**src/rtl/multicycle_sequencer.sv**
```systemverilog
// multicycle_sequencer: steps RV32I instructions through FETCH/DECODE/EXEC/MEM/WB over a shared req/ready memory port.
module multicycle_sequencer #(
    parameter int TIMEOUT_CYCLES = 16,
    parameter int CNT_W = 32
) (
    input  logic             clk,
    input  logic             rst_n,
    input  logic             run,
    input  logic [6:0]       opcode,
    input  logic             mem_ready,
    output logic             mem_req,
    output logic             mem_we,
    output logic             mem_is_fetch,
    output logic             ir_load,
    output logic             reg_write_en,
    output logic             pc_write,
    output logic             instr_done,
    output logic [2:0]       state,
    output logic [1:0]       err_code,
    output logic [CNT_W-1:0] retired
);
    localparam int WW = TIMEOUT_CYCLES > 1 ? $clog2(TIMEOUT_CYCLES) : 1;
    localparam logic [WW-1:0] LAST = WW'(TIMEOUT_CYCLES > 0 ? TIMEOUT_CYCLES - 1 : 0);
    typedef enum logic [2:0] {IDLE = 3'd0, FETCH, DECODE, EXEC, MEM, WB, ERR} state_t;
    typedef enum logic [2:0] {C_NONE, C_ALU, C_LOAD, C_STORE, C_BRANCH, C_JUMP, C_ILL} cls_t;
    state_t        st;
    cls_t          cls;
    cls_t          dec;
    logic [WW-1:0] wait_cnt;
    logic          timeout;
    logic          retire;
    always_comb begin
        case (opcode)
            7'b0110011, 7'b0010011, 7'b0110111, 7'b0010111: dec = C_ALU;
            7'b0000011: dec = C_LOAD;
            7'b0100011: dec = C_STORE;
            7'b1100011: dec = C_BRANCH;
            7'b1101111, 7'b1100111: dec = C_JUMP;
            default: dec = C_ILL;
        endcase
    end
    assign timeout = (TIMEOUT_CYCLES != 0) && !mem_ready && wait_cnt == LAST;
    // A store retires on the MEM cycle that completes, so its pulses must wait for mem_ready.
    assign retire = st == WB || (st == EXEC && cls == C_BRANCH) || (st == MEM && cls == C_STORE && mem_ready);
    assign state = st;
    assign mem_req = st == FETCH || st == MEM;
    assign mem_is_fetch = st == FETCH;
    assign mem_we = st == MEM && cls == C_STORE;
    assign ir_load = st == FETCH && mem_ready;
    assign reg_write_en = st == WB;
    assign pc_write = retire;
    assign instr_done = retire;
    always_ff @(posedge clk or negedge rst_n) begin
        if (!rst_n) begin
            st <= IDLE;
            cls <= C_NONE;
            err_code <= '0;
            retired <= '0;
            wait_cnt <= '0;
        end else begin
            wait_cnt <= (st == FETCH || st == MEM) && !mem_ready ? wait_cnt + WW'(1) : '0;
            if (retire)
                retired <= retired + CNT_W'(1);
            case (st)
                IDLE: if (run) st <= FETCH;
                FETCH: begin
                    if (mem_ready) st <= DECODE;
                    else if (timeout) begin
                        st <= ERR;
                        err_code <= 2'b10;
                    end
                end
                DECODE: begin
                    cls <= dec;
                    if (dec == C_ILL) begin
                        st <= ERR;
                        err_code <= 2'b01;
                    end else st <= EXEC;
                end
                EXEC: st <= cls == C_BRANCH ? (run ? FETCH : IDLE) : (cls == C_LOAD || cls == C_STORE) ? MEM : WB;
                MEM: begin
                    if (mem_ready) st <= cls == C_LOAD ? WB : run ? FETCH : IDLE;
                    else if (timeout) begin
                        st <= ERR;
                        err_code <= 2'b10;
                    end
                end
                WB: st <= run ? FETCH : IDLE;
                default: st <= ERR;
            endcase
        end
    end
endmodule

```
**config.mk**
```make
export PLATFORM = sky130hd
export DESIGN_NAME = multicycle_sequencer
export DESIGN_NICKNAME = d
export VERILOG_FILES = /design/src/rtl/multicycle_sequencer.sv
export SDC_FILE = /design/constraint.sdc
export NUM_CORES = 1
export LEC_CHECK = 0
export BUFFER_PORTS_ARGS = -buffer_cell sky130_fd_sc_hd__buf_2
export CAP_MARGIN = 20
export CORE_MARGIN = 2
export CORE_UTILIZATION = 40
export CTS_BUF_LIST = sky130_fd_sc_hd__clkbuf_16
export DETAILED_ROUTE_END_ITERATION = 6
export PLACE_DENSITY_LB_ADDON = 0.05
export SLEW_MARGIN = 10
export SYNTH_ARGS = -nofsm -noshare
export SYNTH_HDL_FRONTEND = slang
export SYNTH_SLANG_ARGS = --single-unit
```
**constraint.sdc**
```tcl
create_clock -name clk -period 4.83 [get_ports clk]
set_clock_uncertainty 0.1 [all_clocks]
set_input_delay 0.483 -clock clk [delete_from_list [all_inputs] [get_ports clk]]
set_output_delay 0.483 -clock clk [all_outputs]
set_load 0.005 [all_outputs]
```
# --- After elaboration in Yosys (flattened, before gate mapping) ---
# Index checks and enable logic that the tools add are counted.
totals:
  register_bits: 44
  in_bits: 11
  out_inout_bits: 44
  word_cells: 63
classes:
  addsub: 2
  eq_ne: 23
  n_mux: 16
  n_reduce_logical: 17
ops:
  columns: ["cell", "count"]
  rows:
  - ["adder 32 x 1 -> 32 bit (second input constant)", 1]
  - ["== test 7 x 6 -> 1 bit (second input constant)", 3]
  - ["== test 7 bit (second input constant)", 3]
  - ["two-way mux 3 bit", 7]
  - ["one-hot mux 3 bit (6 select lines)", 1]
  - ["one-hot mux 3 bit (5 select lines)", 1]
  - ["== test 7 x 5 -> 1 bit (second input constant)", 2]
  - ["== test 3 x 2 -> 1 bit (second input constant)", 4]
  - ["== test 3 bit (second input constant)", 4]
  - ["== test 7 x 2 -> 1 bit (second input constant)", 1]
  - ["logical AND 1 bit", 6]
  - ["two-way mux 2 bit", 3]
  - ["!= test 2 bit (second input constant)", 3]
  - ["adder 4 x 1 -> 4 bit (second input constant)", 1]
  - ["== test 4 bit (second input constant)", 1]
  - ["logical OR 1 bit", 4]
  - ["two-way mux 4 bit", 1]
  - ["one-hot mux 2 bit (2 select lines)", 1]
  - ["AND reduction 4 bit", 1]
  - ["OR reduction 2 bit", 2]
  - ["OR reduction 4 bit", 1]
  - ["== test 3 x 1 -> 1 bit (second input constant)", 1]
  - ["zero test 3 bit", 1]
  - ["two-way mux 1 bit", 2]
  - ["other kinds (3)", 3]

# --- Logic depth before layout (Yosys ltp) ---
logic_depth:
  depth_word: 6
  depth_mapped: 7

# --- Worst setup path after synthesis ---
# OpenSTA, ideal clock, no wires.
synth_timing:
  path_type: "flip-flop to output port"
  startpoint: "register st[2] (netlist: state[2])"
  endpoint: "output port pc_write"
  arrival_ns: 1.489
  required_ns: 4.247
  path_slack_ns: 2.758
  path_stages_with_launch: 7
  path_buffers: 4
  path_cell_list: "dfrtp_1 buf_2 and3b_1 clkbuf_1 or2_2 buf_4 buf_4"
synth_lines:
  columns: ["item", "line_no", "source"]
  rows:
  - ["start, declared", "26", "state_t st;"]
  - ["start signal, assigned", "80", "EXEC: st <= cls == C_BRANCH ? (run ? FETCH : IDLE) : (cls == C_LOAD || cls == C_STORE) ? MEM : WB;"]
  - ["start signal, assigned", "82", "if (mem_ready) st <= cls == C_LOAD ? WB : run ? FETCH : IDLE;"]
  - ["start signal, assigned", "88", "WB: st <= run ? FETCH : IDLE;"]
  - ["== test 3 bit", null, null]
  - ["net reg_write_en", "15", "output logic reg_write_en,"]
  - ["logical OR 1 bit (2 in series)", "44", "assign retire = st == WB || (st == EXEC && cls == C_BRANCH) || (st == MEM && cls == C_STORE && mem_ready);"]
  - ["end, declared", "16", "output logic pc_write,"]
# The timed path passes the listed nets, and every way through them passes these cells.

# --- Worst setup path in the final report ---
layout_timing:
  startpoint: "register st[1] (netlist: state[1])"
  endpoint: "output port instr_done"
layout_via:
  elab_chain_len: 4
layout_rtl:
  columns: ["item", "line_no", "source"]
  rows:
  - ["== test 3 x 2 -> 1 bit or == test 3 bit (tied branches)", "44", null]
  - ["logical AND 1 bit", "44", null]
  - ["logical OR 1 bit or logical AND 1 bit (tied branches)", "44", null]
  - ["logical OR 1 bit (*)", "44", null]
  - ["end, declared", "17", "output logic instr_done,"]
# Every way passes the cells marked *; elsewhere a longest branch is shown, timed or not.

==> results.cfg <==
[synthesis]
yosysSeqAreaShare_pct = 49.3
synth_ff_type = dfrtp_1
async_reset_ff_share_pct = 100
synth_top_cell_area_share_pct = 49.3
synth.avg_cell_area_um2 = 10.4
yosys.area.top_type = dfrtp_1
ys_ff_latch = 44
syn_area_um2 = 2230
synth_edf_count = 0
synth_area_leaders = dfrtp_1 49%, xnor2_1 8.6%, nand4_1 5.0%
synth_nets = 227
yosys_warnings = 0
syn-instance-count = 214
synth_cell_types = 44

[clock_tree]
root_buffer = clkbuf_16
clock_path_buffers = 2
cts_setup_buffers = 0
htree_levels = 2
cts.repair.resized = 0
worstSkewPairLatency_ps = 280
ctsHoldBuffers = 0
cts_made_buffers = 5
cts.sinks = 44
clk_pin_slew_worst_paths_ps = 60
tritoncts = done

[grt]
grt_pass1_wl_um = 8290
grt_max_degree = 45
antenna_found_initial = 0
first_global_vias = 1666
grt_use_total_pct = 17.0
gr-total-overflow = 0

[power]
p_int_w = 0.000795
clockPowerShare_pct = 32.5
p_seq_share_pct = 42.5
peakVddDrop_v = 0.000223
switching_share_pct = 31.6
combPwrFrac_pct = 25.0
leakage_nw = 1.34
p_sw_w = 0.000368
cellPowerDensity_nw_per_um2 = 425

[sta]
setup_viol = 0
fin_tns_setup_ps = 0
hold_violations = 0
worst_slew_pin_slew_ps = 553
period_needed_ps = 2530
rsz0062_at_grt = no
final.setup.worst_slack_ps = 2300
fmax_mhz = 395
maxSlewViolCount = 0
slew_headroom_pct = 63.1
fin_crit_sh_pct = 52.4

[critical_path]
cp.required_ps = 4250
cp-start-kind = flop
critPathMaxFanout = 16
arrival_ps = 1950
path_class = flop to output pin
end_kind = output pin

[floorplanning]
ios = 55
die_y_um = 78.7
fp.dieArea_um2 = 6200
initial_core_util_pct = 41.1
core-area_um2 = 5440
row_count = 27
die_x_um = 78.7

[drt]
drtPass1Iterations = 4
post-route-drc-count = 0
routed_via_density = 5.15
drt-total-wl_um = 4810
vias = 1752
antenna_left = 0
drtIter0Drc = 79
wl_per_cell_um = 14.1

[layout]
final_cell_mix = 54 x buf_2, 44 x dfrtp_1, 22 x xnor2_1
drive_gt1_share_pct = 25.4
final_common_cell = buf_2
n_antenna_cell = 0
syn2layout_area_growth_pct = 22.6
fin_nets = 280

[flow_run]
maxCapViolations = 0

[run_status]
status = complete, no violations

[placed_design]
place_congestion = 0.810
hpwl_um = 3370
io_buffers = 54
dp_slack_ps = 2600

[hold_path]
min_path_type = input pin to asynchronous set/reset pin
worst max-delay path, stage by stage, from the launching register on:
cell and delay [ps]:
dfrtp_1 540, nand4bb_1 300, o32ai_4 310, or2_2 340, buf_2 170
power groups by stage:
stage                     clock network, W  logic (W)  registers, W
final                             0.000378   0.000291      0.000495
after floorplan                          0   0.000227      0.000470
after CTS                         0.000389   0.000293      0.000494
after global placement                   0   0.000294      0.000498
after detailed placement                 0   0.000292      0.000500
after global routing              0.000402   0.000333      0.000509
worst paths after layout:
kind / slack [ps] / cells past startpoint / startpoint / to
max: 2300 / 4 / state[1] / instr_done
min reg2reg: 360 / 1 / wait_cnt[0] / wait_cnt[0]
min in group clk: 360 / 1 / wait_cnt[0] / wait_cnt[0]
min: 80 / 1 / rst_n / cls[1]
max reg2reg: 2750 / 4 / state[1] / retired[1]
max in group asynchronous: 4040 / 2 / rst_n / retired[4]
stage by stage:
| step | instances | power (W) | util (%) | hold slack [ps] | area, um^2 |
|---|---|---|---|---|---|
| detailed placement | 331 | 0.000791 | 46.9 | 358 | 2550 |
| CTS | 339 | 0.00118 | 49.9 | 309 | 2710 |
| finish | 340 | 0.00116 | 50.4 | 85.0 | 2740 |
| floorplan | 214 | 0.000696 | - | 87.4 | 2230 |
| global placement | 331 | 0.000791 | 46.9 | 351 | 2550 |
| global route | 340 | 0.00124 | 50.4 | 126 | 2740 |
routing by layer:
metal  track usage, %  vias up  part of all wire (%)
met2             25.8       42                    44
met1             23.5      832                    50
li1                 -      869                     -
met4             6.84        0                   1.9
met3             3.98        9                   4.8
met5                0        -                     0
synthesized netlist by cell type (all sizes together), types with 2 or more instances:
master and count:
ha 2, o21ai 8, nor2b 3, a21oi 3, a21o 2, clkbuf 4
inv 5, and3 7, dfrtp 44, o21a 3, nand3 8, and2 3
nand2b 5, nor2 15, buf 5, xor2 11, nand4 18, nor3 6
xnor2 22, nor4 6, nand3b 3, nand2 13
layout make-up:
type,count,area (um^2)
inverters,5,18.8
flip-flops and latches,44,1100
clock inverters,3,37.5
well taps,72,90.1
clock buffers,5,125
multi-input cells,156,1070
repair buffers,55,298
fillers,545,2700
cells by family after synthesis:
group,after synthesis,share of synthesized area (%)
flops,44,49.3
mux,2,0.952
compound gates,23,8.23
fa+ha+maj,2,1.12
buf+inv,14,2.86
simple gates,96,24.6
xor+xnor,33,12.9
state kept, by name, summed over array words and instances (netlist names):
| signal | count |
|---|---|
| retired | 32 |
| wait_cnt | 4 |
| cls | 3 |
| state | 3 |
| err_code | 2 |
Power figures use the tool's default switching activity.
